<file path="src/rtl/trap_defs.sv">
// Shared trap definitions: mcause codes, the legal opcode set and the trap FSM
// state encoding. Used by the trap controller and the CSR file.
package trap_defs;

   typedef enum logic [1:0] {
      ST_IDLE    = 2'd0,
      ST_HANDLER = 2'd1,
      ST_FAULT   = 2'd2
   } trap_state_t;

   localparam logic [31:0] CAUSE_INSTR_MISALIGNED = 32'd0;
   localparam logic [31:0] CAUSE_INSTR_FAULT      = 32'd1;
   localparam logic [31:0] CAUSE_ILLEGAL_INSTR    = 32'd2;
   localparam logic [31:0] CAUSE_LOAD_MISALIGNED  = 32'd4;
   localparam logic [31:0] CAUSE_LOAD_FAULT       = 32'd5;
   localparam logic [31:0] CAUSE_STORE_MISALIGNED = 32'd6;
   localparam logic [31:0] CAUSE_STORE_FAULT      = 32'd7;

   // Interrupt causes are the interrupt flag plus (16 + channel index).
   localparam logic [31:0] IRQ_CAUSE_FLAG = 32'h8000_0000;
   localparam logic [31:0] IRQ_CAUSE_BASE = IRQ_CAUSE_FLAG | 32'd16;

   function automatic logic is_legal_opcode(input logic [6:0] op);
      case (op)
         7'h03, 7'h13, 7'h17, 7'h23, 7'h33,
         7'h37, 7'h63, 7'h67, 7'h6F, 7'h73: is_legal_opcode = 1'b1;
         default:                           is_legal_opcode = 1'b0;
      endcase
   endfunction

endpackage

</file>
<file path="src/rtl/except_check.sv">
// Combinational synchronous-exception detector. Reports the highest-priority
// exception of the current instruction with its mcause and mtval values.
module except_check
   import trap_defs::*;
#(
   parameter int ROM_BYTES = 65536,
   parameter int RAM_BYTES = 65536
) (
   input  logic [15:0] pc,
   input  logic [31:0] instr,
   input  logic [15:0] mem_addr,
   input  logic        mem_rd,
   input  logic        mem_wr,
   output logic        exc_valid,
   output logic [31:0] exc_cause,
   output logic [31:0] exc_tval
);

   localparam logic [31:0] ROM_LIMIT = 32'(ROM_BYTES);
   localparam logic [31:0] RAM_LIMIT = 32'(RAM_BYTES);

   logic [31:0] pc_ext;
   logic [31:0] addr_ext;

   assign pc_ext   = {16'h0000, pc};
   assign addr_ext = {16'h0000, mem_addr};

   always_comb begin
      exc_valid = 1'b1;
      exc_cause = '0;
      exc_tval  = '0;
      if (pc[1:0] != 2'b00) begin
         exc_cause = CAUSE_INSTR_MISALIGNED;
         exc_tval  = pc_ext;
      end else if (pc_ext >= ROM_LIMIT) begin
         exc_cause = CAUSE_INSTR_FAULT;
         exc_tval  = pc_ext;
      end else if (!is_legal_opcode(instr[6:0])) begin
         exc_cause = CAUSE_ILLEGAL_INSTR;
         exc_tval  = instr;
      end else if (mem_rd && mem_addr[1:0] != 2'b00) begin
         exc_cause = CAUSE_LOAD_MISALIGNED;
         exc_tval  = addr_ext;
      end else if (mem_rd && addr_ext >= RAM_LIMIT) begin
         exc_cause = CAUSE_LOAD_FAULT;
         exc_tval  = addr_ext;
      end else if (mem_wr && mem_addr[1:0] != 2'b00) begin
         exc_cause = CAUSE_STORE_MISALIGNED;
         exc_tval  = addr_ext;
      end else if (mem_wr && addr_ext >= RAM_LIMIT) begin
         exc_cause = CAUSE_STORE_FAULT;
         exc_tval  = addr_ext;
      end else begin
         exc_valid = 1'b0;
      end
   end

endmodule

</file>
<file path="src/rtl/trap_ctrl.sv">
// Trap controller: takes exceptions and edge-triggered interrupts from IDLE,
// blocks nesting while in HANDLER, and locks into FAULT on a nested exception.
// The FSM state is visible through in_handler and halt.
module trap_ctrl
   import trap_defs::*;
#(
   parameter int NUM_IRQ   = 4,
   parameter int ROM_BYTES = 65536,
   parameter int RAM_BYTES = 65536
) (
   input  logic               clk,
   input  logic               rst,
   input  logic [NUM_IRQ-1:0] irq,
   input  logic [NUM_IRQ-1:0] irq_en,
   input  logic               mie,
   input  logic [15:0]        pc,
   input  logic [31:0]        instr,
   input  logic [15:0]        mem_addr,
   input  logic               mem_rd,
   input  logic               mem_wr,
   input  logic               mret,
   output logic               trap_req,
   output logic [31:0]        trap_cause,
   output logic [31:0]        trap_tval,
   output logic [NUM_IRQ-1:0] irq_ack,
   output logic               in_handler,
   output logic               halt
);

   trap_state_t        state, state_nxt;
   logic [NUM_IRQ-1:0] pending;
   logic [NUM_IRQ-1:0] irq_q;
   logic [NUM_IRQ-1:0] irq_rise;
   logic [NUM_IRQ-1:0] eligible;
   logic [4:0]         sel;
   logic               exc_valid;
   logic [31:0]        exc_cause;
   logic [31:0]        exc_tval;

   except_check #(
      .ROM_BYTES (ROM_BYTES),
      .RAM_BYTES (RAM_BYTES)
   ) u_except_check (
      .pc        (pc),
      .instr     (instr),
      .mem_addr  (mem_addr),
      .mem_rd    (mem_rd),
      .mem_wr    (mem_wr),
      .exc_valid (exc_valid),
      .exc_cause (exc_cause),
      .exc_tval  (exc_tval)
   );

   assign irq_rise   = irq & ~irq_q;
   assign eligible   = pending & irq_en;
   assign in_handler = (state == ST_HANDLER);
   assign halt       = (state == ST_FAULT);

   // A fresh edge re-arms a channel even in the cycle it is acknowledged.
   always_ff @(posedge clk) begin
      if (rst) begin
         state   <= ST_IDLE;
         pending <= '0;
         irq_q   <= '0;
      end else begin
         state   <= state_nxt;
         pending <= (pending & ~irq_ack) | irq_rise;
         irq_q   <= irq;
      end
   end

   // Lowest-index eligible channel wins.
   always_comb begin
      sel = '0;
      for (int i = NUM_IRQ - 1; i >= 0; i--) begin
         if (eligible[i]) sel = 5'(i);
      end
   end

   always_comb begin
      state_nxt  = state;
      trap_req   = 1'b0;
      trap_cause = '0;
      trap_tval  = '0;
      irq_ack    = '0;
      case (state)
         ST_IDLE: begin
            if (exc_valid) begin
               trap_req   = 1'b1;
               trap_cause = exc_cause;
               trap_tval  = exc_tval;
               state_nxt  = ST_HANDLER;
            end else if (mie && |eligible) begin
               trap_req   = 1'b1;
               trap_cause = IRQ_CAUSE_BASE + {27'd0, sel};
               irq_ack    = NUM_IRQ'(1) << sel;
               state_nxt  = ST_HANDLER;
            end
         end
         ST_HANDLER: begin
            if (exc_valid)  state_nxt = ST_FAULT;
            else if (mret)  state_nxt = ST_IDLE;
         end
         ST_FAULT: state_nxt = ST_FAULT;
         default:  state_nxt = ST_IDLE;
      endcase
   end

endmodule

</file>
<file path="config.mk">
export PLATFORM = sky130hd
export DESIGN_NAME = trap_ctrl
export DESIGN_NICKNAME = d
export VERILOG_FILES = /design/src/rtl/trap_defs.sv /design/src/rtl/except_check.sv /design/src/rtl/trap_ctrl.sv
export SDC_FILE = /design/constraint.sdc
export NUM_CORES = 1
export LEC_CHECK = 0
export ABC_AREA = 1
export CORE_MARGIN = 10
export CORE_UTILIZATION = 36
export CTS_BUF_LIST = sky130_fd_sc_hd__clkbuf_8
export CTS_CLUSTER_DIAMETER = 100
export DETAILED_ROUTE_END_ITERATION = 10
export GPL_ROUTABILITY_DRIVEN = 0
export PLACE_DENSITY_LB_ADDON = 0.2
export SYNTH_ARGS = -nofsm -noshare
export SYNTH_HDL_FRONTEND = slang
export SYNTH_HIERARCHICAL = 1
export SYNTH_SLANG_ARGS = --single-unit
</file>
<file path="constraint.sdc">
create_clock -name clk -period 2.9 [get_ports clk]
set_clock_uncertainty 0.2 [all_clocks]
set_input_delay 0.58 -clock clk [delete_from_list [all_inputs] [get_ports clk]]
set_output_delay 0.58 -clock clk [all_outputs]
set_load 0.005 [all_outputs]
</file>
# --- Word-level counts from Yosys, hierarchy flattened ---
# Cells that the tools add are included.
word_totals:
  reg_bits: 10
  word_cells: 82
classes:
  n_addsub: 1
  order_cmp: 2
  n_eq_ne: 14
  n_shift: 1
  n_mux: 44
  n_bitwise: 6
  reduce_logical: 11
op_table:
  columns: ["cell", "n"]
  rows:
  - ["32-bit two-way mux", 17]
  - ["16-bit by 17-bit >= comparator with 1-bit output, second input constant", 2]
  - ["32-bit by 5-bit adder with 32-bit output, first input constant", 1]
  - ["7-bit == test, second input constant", 4]
  - ["7-bit by 6-bit == test with 1-bit output, second input constant", 3]
  - ["16-bit two-way mux", 1]
  - ["5-bit two-way mux", 3]
  - ["7-bit by 5-bit == test with 1-bit output, second input constant", 2]
  - ["1-bit two-way mux", 13]
  - ["4-bit AND", 3]
  - ["4-bit two-way mux", 3]
  - ["2-bit two-way mux", 5]
  - ["10-bit OR reduction", 1]
  - ["4-bit NOT", 2]
  - ["7-bit by 2-bit == test with 1-bit output, second input constant", 1]
  - ["2-bit one-hot mux with 3 select lines", 1]
  - ["1-bit logical AND", 5]
  - ["1-bit by 5-bit << shifter with 4-bit output, first input constant", 1]
  - ["4-bit OR", 1]
  - ["2-bit nonzero test", 2]
  - ["4-bit OR reduction", 1]
  - ["3-bit two-way mux", 1]
  - ["3-bit by 2-bit != test with 1-bit output, second input constant", 1]
  - ["3-bit != test, second input constant", 1]
  - ["other kinds (4)", 4]

# --- Longest topological paths before layout ---
# Gate-level depths: netlist of run 1.
depth:
  ltp_word: 14
  depth_mapped: 15
  depth_no_buf: 13

# --- By module ---
# Netlist of run 1, hierarchy kept.
by_module_without_submodules:
  columns: ["module", "instances", "cells_each", "area_each_um2"]
  rows:
  - ["trap_ctrl", 1, 211, 1032.2]
  - ["except_check", 1, 205, 996.0]

# --- Least setup slack after synthesis of run 1 ---
# OpenSTA, ideal clock, no wires.
synth_timing:
  kind: "input to output"
  from: "input port instr[5]"
  to: "output port irq_ack[3]"
  t_arrival_ps: 1777
  path_slack_ps: 343
  path_stages: 14
  path_buffers: 2
  cell_sequence: "inv_1 -> nand2_1 -> nand2_1 -> nor2_2 -> nand2_4 -> inv_4 -> buf_4 -> nand3_1 -> buf_6 -> inv_4 -> nand3_4 -> nor2_2 -> nand2_1 -> inv_1"
synth_between:
  elab_chain_cells: 10
  word_cells_on_any_way: 19
  cone_classes: "eq/ne: 10; mux: 8; reduce/logical: 1"
synth_lines:
  columns: ["element", "line", "text"]
  rows:
  - ["start: declaration", "trap_ctrl.sv:17", "input logic [31:0] instr,"]
  - ["7-bit by 2-bit == test with 1-bit output (tied with other cells)", "trap_defs.sv:24", "case (op)"]
  - ["10-bit OR reduction *", "trap_defs.sv:24", null]
  - ["1-bit two-way mux *", "trap_defs.sv:24", null]
  - ["1-bit two-way mux *", "except_check.sv:35", "end else if (pc_ext >= ROM_LIMIT) begin"]
  - ["1-bit two-way mux *", "except_check.sv:32", "if (pc[1:0] != 2'b00) begin"]
  - ["1-bit two-way mux *", "except_check.sv:38", "end else if (!is_legal_opcode(instr[6:0])) begin"]
  - ["1-bit two-way mux *", "except_check.sv:35", null]
  - ["1-bit two-way mux *", "except_check.sv:32", null]
  - ["named net exc_valid", "trap_ctrl.sv:36", "logic exc_valid;"]
  - ["4-bit two-way mux *", "trap_ctrl.sv:88", "if (exc_valid) begin"]
  - ["4-bit two-way mux *", "trap_ctrl.sv:86", "case (state)"]
  - ["end: declaration", "trap_ctrl.sv:25", "output logic [NUM_IRQ-1:0] irq_ack,"]
# The timed path passes the listed nets; every way through them passes the cells marked *. The select of a mux whose other input is x is not followed.

# --- Final worst setup path of run 1 ---
layout_timing:
  from: "input port instr[1]"
  to: "output port irq_ack[2]"
# The elaborated chain is that of the path after synthesis.

==> impl_metrics.env, run 1 <==
export IMPL_crit_path_cell_trace="dlygate4sd2_1 -> nand2_1 -> inv_1 -> nand2_1 -> nor2_2 -> nand2_4 -> inv_4 -> nand3_4 -> inv_4 -> nand3_4 -> nor2_4 -> nand2_2 -> inv_1 -> buf_2"
export IMPL_viasPerCell=4.307
export IMPL_power_density_mw_per_mm2=238.4
export IMPL_report_power_total_mw=0.8224
export IMPL_p_int_mw=0.5097
export IMPL_stdcell_area_mm2=0.003450
export IMPL_cts_reportedPaths_clkPinSlew_ps=50
export IMPL_root_buffer="clkbuf_8"
export IMPL_worstSetupPathType="primary input to primary output"
export IMPL_finalWirelength_um=7967
export IMPL_grt_pass1_wl_um=12720
export IMPL_first_pass_iters=4
export IMPL_synth_top_cell_by_area="nand2_1"
export IMPL_hold_viol_final=0
export IMPL_finish_net_count=644
export IMPL_ant_nets=0
export IMPL_drv_cap=0
export IMPL_cp_start_kind="primary input"
export IMPL_start_util_pct=37.06
export IMPL_hold_ws_ps=228.9
export IMPL_grt_pass1_vias=2642
export IMPL_fin_ws_ps=124.7
export IMPL_netlist_cell_type_count=23
export IMPL_cts_sinks=10
export IMPL_combPwrFrac_pct=59.6
export IMPL_crit_buf_inv=6
export IMPL_period_share_pct=95.70
export IMPL_end_kind="primary output"
export IMPL_netlist_area_leader_share_pct=22.76
export IMPL_syn_instance_count=416
export IMPL_pwr_share_seq_pct=19.2
export IMPL_drive_above_1_share_pct=20.18
export IMPL_yosys_warnings=6
export IMPL_dp_hpwl_um=6424
export IMPL_setup_viol=0
export IMPL_slowest_delay_ps=200
export IMPL_crit_family="simple AND/OR/NAND/NOR gates"
export IMPL_drcViolationCount=0
export IMPL_grtUsageTotal_pct=16.99
export IMPL_final_common_cell="nand2_1"
export IMPL_routedWlPerCell_um=12.47
export IMPL_numCtsBuffers=3
export IMPL_fin_setup_tns_ps=0
export IMPL_h_tree_depth=1
export IMPL_hold_path_class="flip-flop to flip-flop"
export IMPL_p_leak_nw=2.002
export IMPL_hold_buffers=0
export IMPL_syn_avg_cell_area_um2=4.875
export IMPL_rsz0062_at_grt="false"
export IMPL_most_common_layout_cells="nand2_1, nor2_1, clkdlybuf4s50_1, inv_1, buf_4"
export IMPL_netlist_top_cells_area="nand2_1, nor2_1, buf_4"
export IMPL_power_frac_clock_pct=21.2
export IMPL_grt_max_degree=28
export IMPL_die_w_um=95.06
export IMPL_area_delta_synth_final_pct=70.08
export IMPL_die_area_mm2=0.009036
export IMPL_fmax_mhz=360.3
export IMPL_ios=149
export IMPL_cp_data_required_time_ps=2120
export IMPL_synth_seq_cells=10
export IMPL_crit_slowest_cell="dlygate4sd2_1"
export IMPL_period_minus_slack_ps=2775
export IMPL_placed_cell_area_mm2=0.003348
export IMPL_irDropWorstVdd_uv=346.1
export IMPL_portBuffers=121
export IMPL_cp_max_fo=4
export IMPL_switching_share_pct=38.02
export IMPL_grt_ovfl_total=0
export IMPL_fp_dieH_um=95.06
export IMPL_mappedNetlistArea_mm2=0.002028
export IMPL_vias=2752
export IMPL_pre_cts_ws_ps=-530.2
export IMPL_first_iter_violations=65
export IMPL_core_mm2=0.005473
export IMPL_antenna_found_initial=2
export IMPL_arrival_ps=2000
export IMPL_power_switching_mw=0.3127
export IMPL_report_final_slew_viol_count=0
export IMPL_ys_seq_area_share_pct=9.870
export IMPL_rows=27
export IMPL_status="finished, final reports clean"
export IMPL_cts_tree="yes"
export IMPL_cts_buffer_depth=2
export IMPL_clk_latency_ps=240
area by class of cell:
type	count	area, um^2
fillers	559	2023
repair buffers	169	1483
multi-input cells	332	1424
flip-flops and latches	10	200.2
inverters	50	192.7
well taps	72	90.09
clock buffers	4	55.05
diodes	2	5.005
power by group through the flow:
stage | logic [mW] | registers (mW) | clock network [mW]
floorplan | 0.268 | 0.159 | 0
global placement | 0.508 | 0.160 | 0
detailed placement | 0.512 | 0.160 | 0
CTS | 0.481 | 0.158 | 0.177
global route | 0.549 | 0.159 | 0.184
finish | 0.490 | 0.158 | 0.174
final timing paths:
| kind | start | endpoint | slack [ps] | cells past startpoint |
|---|---|---|---|---|
| max | instr[1] | irq_ack[2] | 120 | 14 |
| min | irq_q[0] | pending[0] | 230 | 1 |
| max reg2reg | pending[1] | pending[3] | 1560 | 7 |
| min reg2reg | irq_q[0] | pending[0] | 230 | 1 |
synth_stat cells, drive strengths merged:
cell type,n
o32ai,2
dfxtp,10
conb,1
a21boi,1
nand3,24
nor2,125
nor3,1
o21ai,5
inv,50
nand2,125
a21oi,19
buf,53
metrics by stage:
step                      cells  util (%)
final                       639     63.03
after global routing        639     63.03
after CTS                   636     62.30
after detailed placement    617     61.18
after global placement      617     61.18
after floorplan             445         -
registers in the layout, summed over array words and instances (netlist names):
signal   flops
pending      4
irq_q        4
state        2
repair_timing:
action                     4_1_cts  5_1_grt
resized for setup              184       14
buffers inserted                15        1
gates cloned                     0        0
pin swaps                        6        6
setup endpoints to repair       42       42
cells by family (layout without fill, tap and decap cells):
logic type / count (synthesis) / after routing / synth area share (%)
DFF: 10 / 10 / 9.870
buffers and inverters: 103 / 223 / 27.88
and+or+nand+nor: 275 / 275 / 54.90
other: 1 / 32 / 0.1849
AOI/OAI and AO/OA: 27 / 27 / 7.156
per-layer routing:
metal  global-route usage [%]  share of wire [%]  vias to the layer above  wire length (um)
met5                        0                  0                        -                 0
met2                    31.36                 51                       97              4103
met1                    17.91                 37                     1173              2957
met3                    6.127                 10                        8               807
li1                         -                  -                     1474                 -
met4                    3.990                1.3                        0               100
Power figures use the tool's default switching activity.
==> run 2: changes to the inputs <==
CORE_MARGIN = not set   (was 10)
==> run 2 against run 1 <==
Compared with the run above:
- count of clock-buffer cells in the layout unchanged
- combinational power decreased by 1%
- final cell count decreased by 1.9%
- power decreased by 0.34%
- sequential share of layout area increased by 0.081 points
- global-route usage increased by 4.8 points
- cell area decreased by 1.4%
- via count unchanged
- die area decreased by 34%
- critical path type unchanged
- critical endpoint is now trap_tval[14]
- largest cell class is now multi-input gates
- highest routed layer unchanged
==> impl_metrics.env, run 2 (same netlist as run 1, synthesis figures left out) <==
export IMPL_setup_viol=0
export IMPL_first_iter_violations=62
export IMPL_start_util_pct=38.49
export IMPL_slowest_delay_ps=470
export IMPL_fp_dieH_um=77.06
export IMPL_power_switching_mw=0.3090
export IMPL_fmax_mhz=353.3
export IMPL_switching_share_pct=37.70
export IMPL_drcViolationCount=0
export IMPL_portBuffers=121
export IMPL_num_fill_cells=547
export IMPL_root_buffer="clkbuf_8"
export IMPL_utilization_pct=64.55
export IMPL_drv_cap=0
export IMPL_hold_buffers=0
export IMPL_h_tree_depth=1
export IMPL_clk_latency_ps=240
export IMPL_grt_pass1_wl_um=10920
export IMPL_report_final_slew_viol_count=0
export IMPL_crit_path_cell_trace="clkdlybuf4s50_1 -> inv_1 -> nand2_2 -> o21ai_4 -> nor2_4 -> buf_12 -> nand3_1 -> nand2_1 -> nand2_1 -> nor2_1 -> clkdlybuf4s15_1"
export IMPL_cpMostUsedCell="nand2_1"
export IMPL_pwr_share_seq_pct=19.2
export IMPL_first_pass_iters=4
export IMPL_report_power_total_mw=0.8196
export IMPL_cts_reportedPaths_clkPinSlew_ps=50
export IMPL_status="finished, final reports clean"
export IMPL_hold_viol_final=0
export IMPL_cts_buffer_depth=2
export IMPL_hold_path_class="flip-flop to flip-flop"
export IMPL_die_area_mm2=0.005938
export IMPL_grt_pass1_vias=2574
export IMPL_crit_family="buffers and inverters"
export IMPL_vias=2752
export IMPL_slew_headroom_pct=60.81
export IMPL_irDropWorstVdd_uv=256.8
export IMPL_cp_start_kind="primary input"
export IMPL_cts_tree="yes"
export IMPL_crit_buf_inv=4
export IMPL_grt_ovfl_total=0
export IMPL_core_mm2=0.005270
export IMPL_end_kind="primary output"
export IMPL_grt_max_degree=36
export IMPL_antenna_cells=0
export IMPL_drive_above_1_share_pct=18.67
export IMPL_area_delta_synth_final_pct=67.74
export IMPL_power_density_mw_per_mm2=240.9
export IMPL_dp_hpwl_um=4952
export IMPL_worstSetupPathType="primary input to primary output"
export IMPL_multi_input_area_mm2=0.001441
export IMPL_numCtsBuffers=3
export IMPL_regArea_um2=200.2
export IMPL_antenna_found_initial=0
export IMPL_reg_top3="irq_q: 4 flops, pending: 4 flops, state: 2 flops"
export IMPL_period_share_pct=97.61
export IMPL_grtUsageTotal_pct=21.76
export IMPL_cp_data_required_time_ps=2120
export IMPL_die_w_um=77.06
export IMPL_period_minus_slack_ps=2831
export IMPL_finalWirelength_um=6581
export IMPL_fin_setup_tns_ps=0
export IMPL_rsz0062_at_grt="true"
export IMPL_cts_sinks=10
export IMPL_crit_slowest_cell="clkdlybuf4s50_1"
export IMPL_viasPerCell=4.389
export IMPL_final_common_cell="nand2_1"
export IMPL_arrival_ps=2050
export IMPL_r2r_slack_ps=1430
export IMPL_ios=149
export IMPL_p_leak_nw=1.928
export IMPL_most_common_layout_cells="nand2_1, nor2_1, clkdlybuf4s50_1, inv_1, buf_4"
export IMPL_cp_max_fo=16
export IMPL_worst_slew_pin_slew_ps=587.0
export IMPL_rows=26
export IMPL_routedWlPerCell_um=10.50
export IMPL_combPwrFrac_pct=59.0
export IMPL_finish_net_count=636
export IMPL_ant_nets=0
export IMPL_power_frac_clock_pct=21.7
export IMPL_p_int_mw=0.5106
==> run 2: cell types whose count changed in the layout (fill, tap and decap cells not counted), sizes merged <==
| cell | delta |
|---|---|
| clkbuf | +16 |
| clkdlybuf4s50 | +1 |
| clkdlybuf4s15 | +1 |
| buf | -30 |
| dlymetal6s2s | -4 |
| diode | -2 |
| dlygate4sd2 | +8 |
==> run 2: metal layers <==
metal	GRT usage, %	share of wire, %
met2	42.59	50
met4	6.226	2.2
met5	0	0
met1	23.30	40
met3	4.048	7.3
==> run 2: final timing paths <==
path                    start             to  depth (start not counted)
setup / recovery  mem_addr[1]  trap_tval[14]                         11
hold / removal       irq_q[1]     pending[1]                          1
setup reg to reg   pending[0]     pending[3]                          8
hold reg to reg      irq_q[1]     pending[1]                          1
==> run 2: stage by stage <==
step / instance area (um^2) / worst slack, ps / hold slack (ps) / std cells
after floorplan: 2137 / 342.7 / 211.7 / 445
after global placement: 3338 / -422.5 / 213.6 / 614
after detailed placement: 3338 / -468.6 / 222.7 / 614
after CTS: 3450 / 12.17 / 229.8 / 626
after global routing: 3402 / -41.42 / 253.8 / 627
final: 3402 / 69.38 / 227.0 / 627
==> run 2: power groups by stage <==
stage                     Combinational, mW  Clock [mW]  Sequential [mW]
final                                 0.484       0.178            0.158
after global routing                  0.540       0.187            0.159
after CTS                             0.491       0.181            0.158
after detailed placement              0.507           0            0.160
after global placement                0.502           0            0.160
after floorplan                       0.268           0            0.159
==> run 2: final cells by class <==
| type | instances | share of cell area [%] |
|---|---|---|
| Inverter | 50 | 5.737 |
| Timing Repair Buffer | 161 | 41.82 |
| Multi-Input combinational cell | 332 | 42.37 |
| Tap cell | 70 | 2.574 |
| Sequential cell | 10 | 5.885 |
| Clock buffer | 4 | 1.618 |
==> run 2: repair_timing <==
action | 4_1_cts | 5_1_grt
setup buffers | 7 | 1
endpoints found under the setup margin | 42 | 38
gates cloned | 1 | 0
pin swaps | 10 | 6
resized for setup | 132 | 35
==> run 3: changes to the inputs <==
GPL_ROUTABILITY_DRIVEN = not set   (was 0)
==> results of run 3 <==
Final layout, timing and power as in run 2 (identical DEF).
